### config.mk
export PLATFORM = sky130hd
export DESIGN_NAME = flp_frac_split_seq
export DESIGN_NICKNAME = d
export VERILOG_FILES = /design/src/rtl/flp_frac_split_seq.sv
export SDC_FILE = /design/constraint.sdc
export NUM_CORES = 1
export LEC_CHECK = 0
export ABC_CLOCK_PERIOD_IN_PS = 4700
export BUFFER_PORTS_ARGS = -buffer_cell sky130_fd_sc_hd__buf_2
export CORE_MARGIN = 3
export CORE_UTILIZATION = 40
export CTS_CLUSTER_DIAMETER = 40
export DETAILED_ROUTE_END_ITERATION = 8
export HOLD_SLACK_MARGIN = 0.15
export MAX_ROUTING_LAYER = met4
export PLACE_DENSITY = 0.54
export SLEW_MARGIN = 20
export SYNTH_ARGS = -nofsm -noshare
export SYNTH_HDL_FRONTEND = slang
export SYNTH_SLANG_ARGS = --single-unit
### constraint.sdc
create_clock -name clk -period 4.7 [get_ports clk]
set_clock_uncertainty 0.15 [all_clocks]
set_input_delay 0.94 -clock clk [delete_from_list [all_inputs] [get_ports clk]]
set_output_delay 0.94 -clock clk [all_outputs]
set_load 0.02 [all_outputs]
### src/rtl/flp_frac_split_seq.sv
// ============================================================================
// Module      : flp_frac_split_seq
// Description : Iterative float-to-fixed splitter that returns integer and
//               binary-fraction parts of |value| via a multi-cycle log shifter.
// Revision    : 1.0 - initial release
// ============================================================================
`default_nettype none

module flp_frac_split_seq #(
    parameter int FRAC_W = 24,
    parameter int EXP_W  = 8,
    parameter int BIAS   = 127
) (
    input  logic              clk,
    input  logic              rst_n,
    input  logic              in_valid,
    output logic              in_ready,
    input  logic              in_sign,
    input  logic [EXP_W-1:0]  in_exp,
    input  logic [FRAC_W-1:0] in_frac,
    output logic              out_valid,
    input  logic              out_ready,
    output logic [FRAC_W-1:0] q,
    output logic [FRAC_W-1:0] r,
    output logic              sign_out,
    output logic              sticky,
    output logic              ovf,
    output logic              zero
);

    localparam int SH_BITS = $clog2(FRAC_W + 1);
    localparam int SHW     = EXP_W + 2;
    localparam int WW      = 2 * FRAC_W;

    localparam logic [SHW-1:0]     BIAS_M1  = SHW'(BIAS - 1);
    localparam logic [SHW-1:0]     FRAC_W_S = SHW'(FRAC_W);
    localparam logic [SH_BITS-1:0] CNT_LAST = SH_BITS'(SH_BITS - 1);
    localparam logic [SH_BITS-1:0] MAG_MAX  = SH_BITS'(FRAC_W);
    localparam logic [WW-1:0]      W_ONE    = WW'(1);

    typedef enum logic [1:0] {
        S_IDLE  = 2'd0,
        S_SHIFT = 2'd1,
        S_DONE  = 2'd2
    } state_t;

    state_t              state_q, state_d;
    logic [SH_BITS-1:0]  cnt_q, cnt_d;
    logic [WW-1:0]       w_q, w_d;
    logic                dir_q, dir_d;
    logic [SH_BITS-1:0]  mag_q, mag_d;
    logic                stk_q, stk_d;
    logic                sign_q, sign_d;
    logic                ovfl_q, ovfl_d;
    logic                zerol_q, zerol_d;
    logic [FRAC_W-1:0]   q_q, q_d;
    logic [FRAC_W-1:0]   r_q, r_d;
    logic                sign_out_q, sign_out_d;
    logic                sticky_q, sticky_d;
    logic                ovf_q, ovf_d;
    logic                zero_q, zero_d;

    logic [SHW-1:0]      sh;
    logic [SHW-1:0]      sh_abs;
    logic                sh_neg;
    logic [SH_BITS-1:0]  mag_load;
    int unsigned         w_amt;
    logic [WW-1:0]       w_mask;
    logic [WW-1:0]       w_step;
    logic                stk_step;

    // Two's-complement sh = in_exp - BIAS + 1; sign bit selects right shift.
    assign sh       = {2'b00, in_exp} - BIAS_M1;
    assign sh_neg   = sh[SHW-1];
    assign sh_abs   = sh_neg ? (~sh + 1'b1) : sh;
    assign mag_load = (sh_abs > FRAC_W_S) ? MAG_MAX : sh_abs[SH_BITS-1:0];

    assign w_amt  = 32'd1 << cnt_q;
    assign w_mask = (W_ONE << w_amt) - W_ONE;

    always_comb begin
        w_step   = w_q;
        stk_step = stk_q;
        if (mag_q[cnt_q]) begin
            if (dir_q) begin
                w_step   = w_q >> w_amt;
                stk_step = stk_q | (|(w_q & w_mask));
            end else begin
                w_step = w_q << w_amt;
            end
        end
    end

    always_comb begin
        state_d    = state_q;
        cnt_d      = cnt_q;
        w_d        = w_q;
        dir_d      = dir_q;
        mag_d      = mag_q;
        stk_d      = stk_q;
        sign_d     = sign_q;
        ovfl_d     = ovfl_q;
        zerol_d    = zerol_q;
        q_d        = q_q;
        r_d        = r_q;
        sign_out_d = sign_out_q;
        sticky_d   = sticky_q;
        ovf_d      = ovf_q;
        zero_d     = zero_q;
        case (state_q)
            S_IDLE: begin
                if (in_valid) begin
                    state_d = S_SHIFT;
                    cnt_d   = '0;
                    w_d     = {{FRAC_W{1'b0}}, in_frac};
                    dir_d   = sh_neg;
                    mag_d   = mag_load;
                    stk_d   = 1'b0;
                    sign_d  = in_sign;
                    ovfl_d  = (&in_exp) | (!sh_neg && (sh > FRAC_W_S));
                    zerol_d = (in_exp == '0);
                end
            end
            S_SHIFT: begin
                w_d   = w_step;
                stk_d = stk_step;
                cnt_d = cnt_q + 1'b1;
                if (cnt_q == CNT_LAST) begin
                    // Result registers load only here so they hold across IDLE.
                    state_d    = S_DONE;
                    cnt_d      = '0;
                    sign_out_d = sign_q;
                    ovf_d      = ovfl_q;
                    zero_d     = zerol_q;
                    if (ovfl_q) begin
                        q_d      = '1;
                        r_d      = '0;
                        sticky_d = stk_step;
                    end else if (zerol_q) begin
                        q_d      = '0;
                        r_d      = '0;
                        sticky_d = 1'b0;
                    end else begin
                        q_d      = w_step[WW-1:FRAC_W];
                        r_d      = w_step[FRAC_W-1:0];
                        sticky_d = stk_step;
                    end
                end
            end
            S_DONE: begin
                if (out_ready) begin
                    state_d = S_IDLE;
                end
            end
            default: state_d = S_IDLE;
        endcase
    end

    always_ff @(posedge clk or negedge rst_n) begin
        if (!rst_n) begin
            state_q    <= S_IDLE;
            cnt_q      <= '0;
            w_q        <= '0;
            dir_q      <= 1'b0;
            mag_q      <= '0;
            stk_q      <= 1'b0;
            sign_q     <= 1'b0;
            ovfl_q     <= 1'b0;
            zerol_q    <= 1'b0;
            q_q        <= '0;
            r_q        <= '0;
            sign_out_q <= 1'b0;
            sticky_q   <= 1'b0;
            ovf_q      <= 1'b0;
            zero_q     <= 1'b0;
        end else begin
            state_q    <= state_d;
            cnt_q      <= cnt_d;
            w_q        <= w_d;
            dir_q      <= dir_d;
            mag_q      <= mag_d;
            stk_q      <= stk_d;
            sign_q     <= sign_d;
            ovfl_q     <= ovfl_d;
            zerol_q    <= zerol_d;
            q_q        <= q_d;
            r_q        <= r_d;
            sign_out_q <= sign_out_d;
            sticky_q   <= sticky_d;
            ovf_q      <= ovf_d;
            zero_q     <= zero_d;
        end
    end

    assign in_ready  = rst_n && (state_q == S_IDLE);
    assign out_valid = (state_q == S_DONE);
    assign q         = q_q;
    assign r         = r_q;
    assign sign_out  = sign_out_q;
    assign sticky    = sticky_q;
    assign ovf       = ovf_q;
    assign zero      = zero_q;

endmodule

`default_nettype wire

Word level (Yosys, flattened, before mapping):

Cells that the tools add are included.

* logic and storage cells: 73
* flip-flop bits (word level): 117
* input port bits: 37
* ROM bits: 0
* memories kept: 0
* output and inout bits: 54
* bits in writable memories: 0
* latch bits: 0

* div/mod/pow operators: 0
* shift-type cells: 4
* $add $sub $neg: 4
* bitwise logic cells: 4
* $mul: 0
* mux-type cells: 25
* reduce and logical (&&, ||, !) cells: 12
* magnitude comparators: 3
* eq/ne operators: 6

Operators by type and width (number)
* 48-bit two-way mux: 3
* 24-bit two-way mux: 4
* 48-bit case mux with 2 select lines: 1
* 48-bit AND: 1
* 48-bit OR reduction: 1
* 1-bit by 32-bit left shift with 48-bit output (first input constant): 1
* 48-bit by 32-bit left shift with 48-bit output: 1
* 48-bit by 32-bit >> shifter with 48-bit output: 1
* 48-bit by 1-bit subtractor with 48-bit output (second input constant): 1
* 1-bit by 5-bit left shift with 32-bit output (first input constant): 1
* 10-bit by 5-bit greater-than comparator with 1-bit output (second input constant): 2
* 5-bit two-way mux: 3
* 10-bit by 1-bit adder with 10-bit output (second input constant): 1
* 10-bit two-way mux: 1
* 10-bit inverter: 1
* 5-bit case mux with 2 select lines: 1
* 8-bit by 7-bit subtractor with 9-bit output (second input constant): 1
* 8-bit zero test: 1
* 8-bit AND reduction: 1
* 1-bit two-way mux: 6
* 2-bit two-way mux: 3
* 2-bit case mux with 3 select lines: 1
* 2-bit AND reduction: 3
* 5-bit by 1-bit adder with 5-bit output (second input constant): 1
* other kinds (14): 17

Longest topological paths before layout:

* word-level depth: 10
* gate-level depth with buffers: 16
* mapped depth without buffers: 13

Worst setup path before layout:

OpenSTA, ideal clock, no wires.

* kind: reg-to-reg
* start point: register cnt_q[2]
* end point: register sticky_q, in the netlist sticky
* period minus slack after synthesis: 4.065 ns
* required time: 4.422 ns
* data arrival time: 3.787 ns
* setup time: 0.128 ns
* path slack: 0.635 ns
* stages on the path, launching flop included: 17
* buffers on the path: 3
* cells stage by stage: dfrtp_1 > buf_2 > inv_1 > ha_1 > clkbuf_1 > or4_1 > a21oi_1 > clkbuf_1 > nand4_1 > ha_1 > o31ai_1 > xor2_1 > a222oi_1 > o2111ai_1 > nor4_1 > and4b_1 > o21ai_0

* word-level cells in the longest chain between the ends: 10
* elaborated cells between the ends (all ways): 14
* classes of those cells: 1 x add/sub; 1 x eq/ne; 2 x shift; 6 x mux; 2 x bitwise; 2 x reduce/logical

Ends and longest elaborated chain
* start, declared: RTL line 48 `logic [SH_BITS-1:0] cnt_q, cnt_d;`
* start signal, assigned: RTL line 178 `cnt_q <= cnt_d;`
* 1-bit by 5-bit left shift with 32-bit output: RTL line 78 `assign w_amt = 32'd1 << cnt_q;`
* 1-bit by 32-bit left shift with 48-bit output: RTL line 79 `assign w_mask = (W_ONE << w_amt) - W_ONE;`
* 48-bit by 1-bit subtractor with 48-bit output: RTL line 79
* 48-bit AND: RTL line 87 `stk_step = stk_q | (|(w_q & w_mask));`
* 48-bit OR reduction: RTL line 87
* 1-bit bitwise OR: RTL line 87
* 1-bit two-way mux: RTL line 85 `if (dir_q) begin`
* 1-bit two-way mux: RTL line 84 `if (mag_q[cnt_q]) begin`
* 1-bit two-way mux: RTL line 139 `end else if (zerol_q) begin`
* 1-bit two-way mux: RTL line 135 `if (ovfl_q) begin`
* end signal, assigned: RTL line 189 `sticky_q <= sticky_d;`
* end, declared: RTL line 59 `logic sticky_q, sticky_d;`

Several ways; a longest one is shown, not always the timed one. The select of a mux whose other input is x is not followed.
A chain may end at the register's enable or synchronous reset.

Final worst setup path:

* start point: register cnt_q[0]
* end point: register q_q[5], in the netlist q[5]

* word-level cells in the longest chain between the ends: 6
* elaborated cells between the ends (all ways): 11
* classes of those cells: 1 x eq/ne; 3 x shift; 6 x mux; 1 x reduce/logical

Ends and longest elaborated chain
* 1-bit by 5-bit left shift with 32-bit output: RTL line 78
* 48-bit by 32-bit left shift with 48-bit output / 48-bit by 32-bit >> shifter with 48-bit output (equally long branches): RTL line 89, 86
* 48-bit two-way mux: RTL line 85
* 48-bit two-way mux: RTL line 84
* 24-bit two-way mux: RTL line 139
* 24-bit two-way mux: RTL line 135
* end signal, assigned: RTL line 186 `q_q <= q_d;`
* end, declared: RTL line 56 `logic [FRAC_W-1:0] q_q, q_d;`

Several ways; a longest one is shown, not always the timed one. The select of a mux whose other input is x is not followed.

==> results.md <==
Outcome:
- The flow ran to the end, and the final reports show no timing, DRC or antenna violations.

Synthesis:
- The share of synthesized area in the top cell type comes to 0.221.
- The synthesized instance count is 1,670.
- After synthesis, the share of cell area in mux cells is 0.190.
- Of the total synthesized cell area, the portion taken by full adders, half adders and majority gates is 0.0121.
- The number of distinct library cells after synthesis is 88.
- The library cell occupying the most area in the post-synthesis netlist is sky130_fd_sc_hd__dfrtp_1.
- The register area share after synthesis is 0.221.
- The complex-gate fraction of the synthesized area is 0.326.
- The number of warnings issued by yosys is 0.
- The XOR/XNOR share of the synthesized area is 0.0106.
- The leading register cell type out of synthesis is sky130_fd_sc_hd__dfrtp_1.
- Ranked by total cell area, the synthesized netlist is headed by sky130_fd_sc_hd__dfrtp_1 (22%), sky130_fd_sc_hd__mux2i_1 (15%), sky130_fd_sc_hd__o21ai_0 (4.8%).
- The synthesized netlist occupies a cell area of 13,200 um^2.
- The proportion of synthesized flip-flops having asynchronous set or reset is 1.00.
- When the netlist entered floorplanning its net count stood at 1,719.
- The number of register bits inferred by synthesis is 117.
- The combinational family with the most area after synthesis is compound AO/OA/AOI/OAI gates.
- The post-synthesis share of cell area spent on and, or, nand and nor gates is 0.166.
- The per-instance average area after synthesis is 7.92 um^2.
- The number of enable-type register cells in the synthesized netlist is 0.

Die:
- The die span in y is 188 um.
- In this run the core area contains 65 standard-cell rows.
- The initial utilization of the core area, before any placement, comes to 0.413.
- After floorplanning, the core was sized to cover 32,000 um^2.
- The total die area is 35,300 um^2.
- For this design the top-level I/O count stands at 91.
- The die span in x is 188 um.

Drt:
- The detailed-route DRC error count is 0.
- The detailed-route wire length is 76,800 um.
- After detailed routing, the average wire length per cell comes to 36.0 um.
- In the routed layout, each cell is associated on average with a via count of 7.36.
- Detailed routing inserted a total of 15,684 vias.
- After the first detailed-routing iteration, the DRC count stood at 2,304.
- The detail route stage leaves a number of antenna-violating nets equal to 0.
- The first detailed-routing pass took 6 iterations.

Clocking:
- The hold buffer count at cts is 0.
- The number of resized instances in the post-cts repair step is 0.
- The total clock sinks is 117.
- The root buffer cell is sky130_fd_sc_hd__clkbuf_16.
- The maximum root-to-sink buffer count is 2.
- The H-tree generated during clock tree synthesis spans 4 levels.
- Counting the buffers created by CTS gives 17.
- Post-CTS timing repair inserted 0 buffers for setup.
- At the later pin of the worst-skew pair, clock insertion delay measures 0.43 ns.
- Clock-pin slew was measured on the worst setup and hold paths at 0.06 ns.
- The clock tree from TritonCTS is built.

Worst setup path:
- The cell with the largest stage delay on the worst path is sky130_fd_sc_hd__o32ai_1.
- The largest stage delay on the critical path is 0.68 ns.
- The signal on the critical path passes through inv_1, ha_1, buf_4, nor4_1, o21ai_2, buf_12, o32ai_1, nor2_1, o22ai_1, a221oi_1, a221o_1, a211oi_1.
- The kind of start point of the critical path is a flop.
- Counting both buffers and inverters, the worst setup path holds a total of 3.
- The data required time of the critical path is 4.88 ns.
- The dominant delay contributor by cell family on the critical path is compound AO/OA/AOI/OAI gates.
- The critical path class is reg -> reg.
- The maximum fanout count along the critical path is 22.
- The type of destination of the critical path is a flop.
- Data on the critical path arrives at its endpoint at 4.48 ns.

Placed design:
- The final estimated routing congestion in global placement is 1.13.
- Input and output buffers added on the ports amount to 90.
- The HPWL after detailed placement is 57,000 um.
- Prior to clock tree synthesis, the placed netlist has a worst setup slack of 0.547 ns.
- The number of placed instances with taps included is 2,098.

STA:
- The sum of negative setup slack is 0 ns.
- Setup repair after global routing left no endpoint under its margin.
- The slew at the pin with the worst max-slew slack is 1.12 ns.
- The number of slew-limit violations in the final report is 0.
- The hold violation count in the final report was 0.
- In the finished design, the share of the clock period the worst path needs comes to 0.914.
- The post-route minimum period is 4.30 ns.
- Setup violations remaining at the end of the flow were counted as 0.
- The worst slew margin relative to its limit is 0.251.
- Setup slack closes at 0.405 ns.
- Timing would allow up to 233 MHz.

Global routing:
- The pin count of the biggest net entering global routing is 80.
- Across every metal layer, demand over resource in global routing totals 0.435.
- The sum of overflow across all layers after global routing is 0.
- The number of global-route vias before repair was 14,932.
- The global-route wire length before repair is 110,000 um.
- The number of antenna violations at the first check in global routing came to 2.

Layout:
- After the flow finishes, the layout carries non-filler instances totaling 2,132.
- For this run, the share of the core covered by cells in the final layout is 0.465.
- The total of fill cells in the finished design is 3,256.
- The layout overhead on the synthesized area is 12.7%.
- Of the cells placed in the final design, the portion with a size suffix greater than 1 is 0.175.
- The number of nets in the finished design is 1,731.

Flow run:
- The tool flagged a number of max-cap violations equal to 0.

Min path:
- The path class of the lowest-slack min-delay path is reg -> reg.
[sequential cells by signal, summed over array words and instances, names as in the netlist]
name      flops
w_q          48
q            24
r            24
cnt_q         5
mag_q         5
state_q       2
dir_q         1
ovf           1
ovfl_q        1
sign_out      1
sign_q        1
sticky        1
stk_q         1
zero          1
zerol_q       1
[worst register-to-register path, cell delays in order, from the launching register on]
cell and delay [ns]:
sky130_fd_sc_hd__dfrtp_1 0.53, sky130_fd_sc_hd__inv_1 0.12, sky130_fd_sc_hd__ha_1 0.37, sky130_fd_sc_hd__buf_4 0.30, sky130_fd_sc_hd__nor4_1 0.36, sky130_fd_sc_hd__o21ai_2 0.23
sky130_fd_sc_hd__buf_12 0.23, sky130_fd_sc_hd__o32ai_1 0.69, sky130_fd_sc_hd__nor2_1 0.09, sky130_fd_sc_hd__o22ai_1 0.26, sky130_fd_sc_hd__a221oi_1 0.18, sky130_fd_sc_hd__a221o_1 0.42
sky130_fd_sc_hd__a211oi_1 0.27
[logic make-up (layout without fill, tap and decap cells)]
| family | count (synthesis) | in the layout |
|---|---|---|
| compound gates | 626 | 626 |
| fa+ha+maj | 13 | 13 |
| xor+xnor | 16 | 16 |
| buf+inv | 216 | 241 |
| other cells | 0 | 2 |
| flops | 117 | 117 |
| simple gates | 454 | 454 |
| mux | 228 | 228 |
[cell usage in the layout (no fill, tap or decap), types with 15 or more instances in the layout]
cell | synthesis | routed
sky130_fd_sc_hd__a211oi_1 | 25 | 24
sky130_fd_sc_hd__a21o_1 | 26 | 26
sky130_fd_sc_hd__a21oi_1 | 102 | 101
sky130_fd_sc_hd__a221oi_1 | 15 | 15
sky130_fd_sc_hd__a22o_1 | 23 | 23
sky130_fd_sc_hd__a22oi_1 | 55 | 55
sky130_fd_sc_hd__a31oi_1 | 22 | 22
sky130_fd_sc_hd__buf_2 | 38 | 89
sky130_fd_sc_hd__buf_4 | 3 | 91
sky130_fd_sc_hd__clkbuf_16 | 0 | 17
sky130_fd_sc_hd__dfrtp_1 | 117 | 117
sky130_fd_sc_hd__mux2_2 | 16 | 16
sky130_fd_sc_hd__mux2i_1 | 194 | 194
sky130_fd_sc_hd__mux4_2 | 15 | 15
sky130_fd_sc_hd__nand2_1 | 164 | 164
sky130_fd_sc_hd__nand3_1 | 42 | 42
sky130_fd_sc_hd__nand4_1 | 18 | 18
sky130_fd_sc_hd__nor2_1 | 96 | 95
sky130_fd_sc_hd__nor3_1 | 31 | 31
sky130_fd_sc_hd__o211ai_1 | 16 | 16
sky130_fd_sc_hd__o21ai_0 | 128 | 128
sky130_fd_sc_hd__o221ai_1 | 16 | 16
sky130_fd_sc_hd__o22ai_1 | 31 | 31
sky130_fd_sc_hd__o31ai_1 | 23 | 23
[Yosys cell counts (all sizes together), types with 9 or more instances]
cell    number
a32oi       11
o21ai      138
nand2      164
mux4        15
o211ai      16
xnor2       11
a31oi       22
and2         9
mux2        16
a22o        23
o22ai       32
or3         14
nand4       18
a221oi      16
nand3       42
a22oi       55
a211oi      27
mux2i      197
o22a        13
a211o        9
dfrtp      117
o32ai       12
nor2        98
o31ai       23
nor4         9
nor2b       13
nor3        31
o21a        10
buf         75
ha          12
a21o        26
and3        14
inv         14
a21oi      103
clkbuf     124
o221ai      16
[layer usage]
layer  share of wire  track usage
met5               0            -
met4           0.059        0.206
met3            0.12        0.116
met2            0.41        0.608
met1            0.41        0.582
[per-stage QoR]
step           instance area [um^2]  hold slack (ns)
2_1_floorplan                 13200            0.289
3_3_place_gp                  14300            0.308
3_5_place_dp                  14300            0.308
4_1_cts                       14900            0.328
5_1_grt                       14900            0.350
6_report                      14900            0.325
[layout make-up]
| class | instances | area (um^2) | area share |
|---|---|---|---|
| antenna | 2 | 5.00 | 0.000336 |
| clock buffer | 18 | 429 | 0.0288 |
| clock inverter | 14 | 155 | 0.0104 |
| inverter | 17 | 63.8 | 0.00428 |
| multi-input combinational | 1337 | 9420 | 0.632 |
| sequential | 117 | 2930 | 0.196 |
| tap | 435 | 544 | 0.0365 |
| timing repair buffer | 192 | 1370 | 0.0918 |
[path summary, 6_finish.rpt]
kind	start	to	slack, ns	cells past startpoint
max	cnt_q[0]$_DFFE_PN0P_	q[5]$_DFFE_PN0P_	0.40	12
max in group asynchronous	rst_n	w_q[14]$_DFFE_PN0P_	2.55	3
min in group asynchronous	rst_n	w_q[47]$_DFFE_PN0P_	0.51	2
min	sign_q$_DFFE_PN0P_	sign_out$_DFFE_PN0P_	0.33	2
max reg2reg	cnt_q[0]$_DFFE_PN0P_	q[5]$_DFFE_PN0P_	0.40	12
min reg2reg	sign_q$_DFFE_PN0P_	sign_out$_DFFE_PN0P_	0.33	2
Power is left out: the tool's default activity adds up to more than one toggle a clock period on the data nets, which glitch-free logic cannot reach.
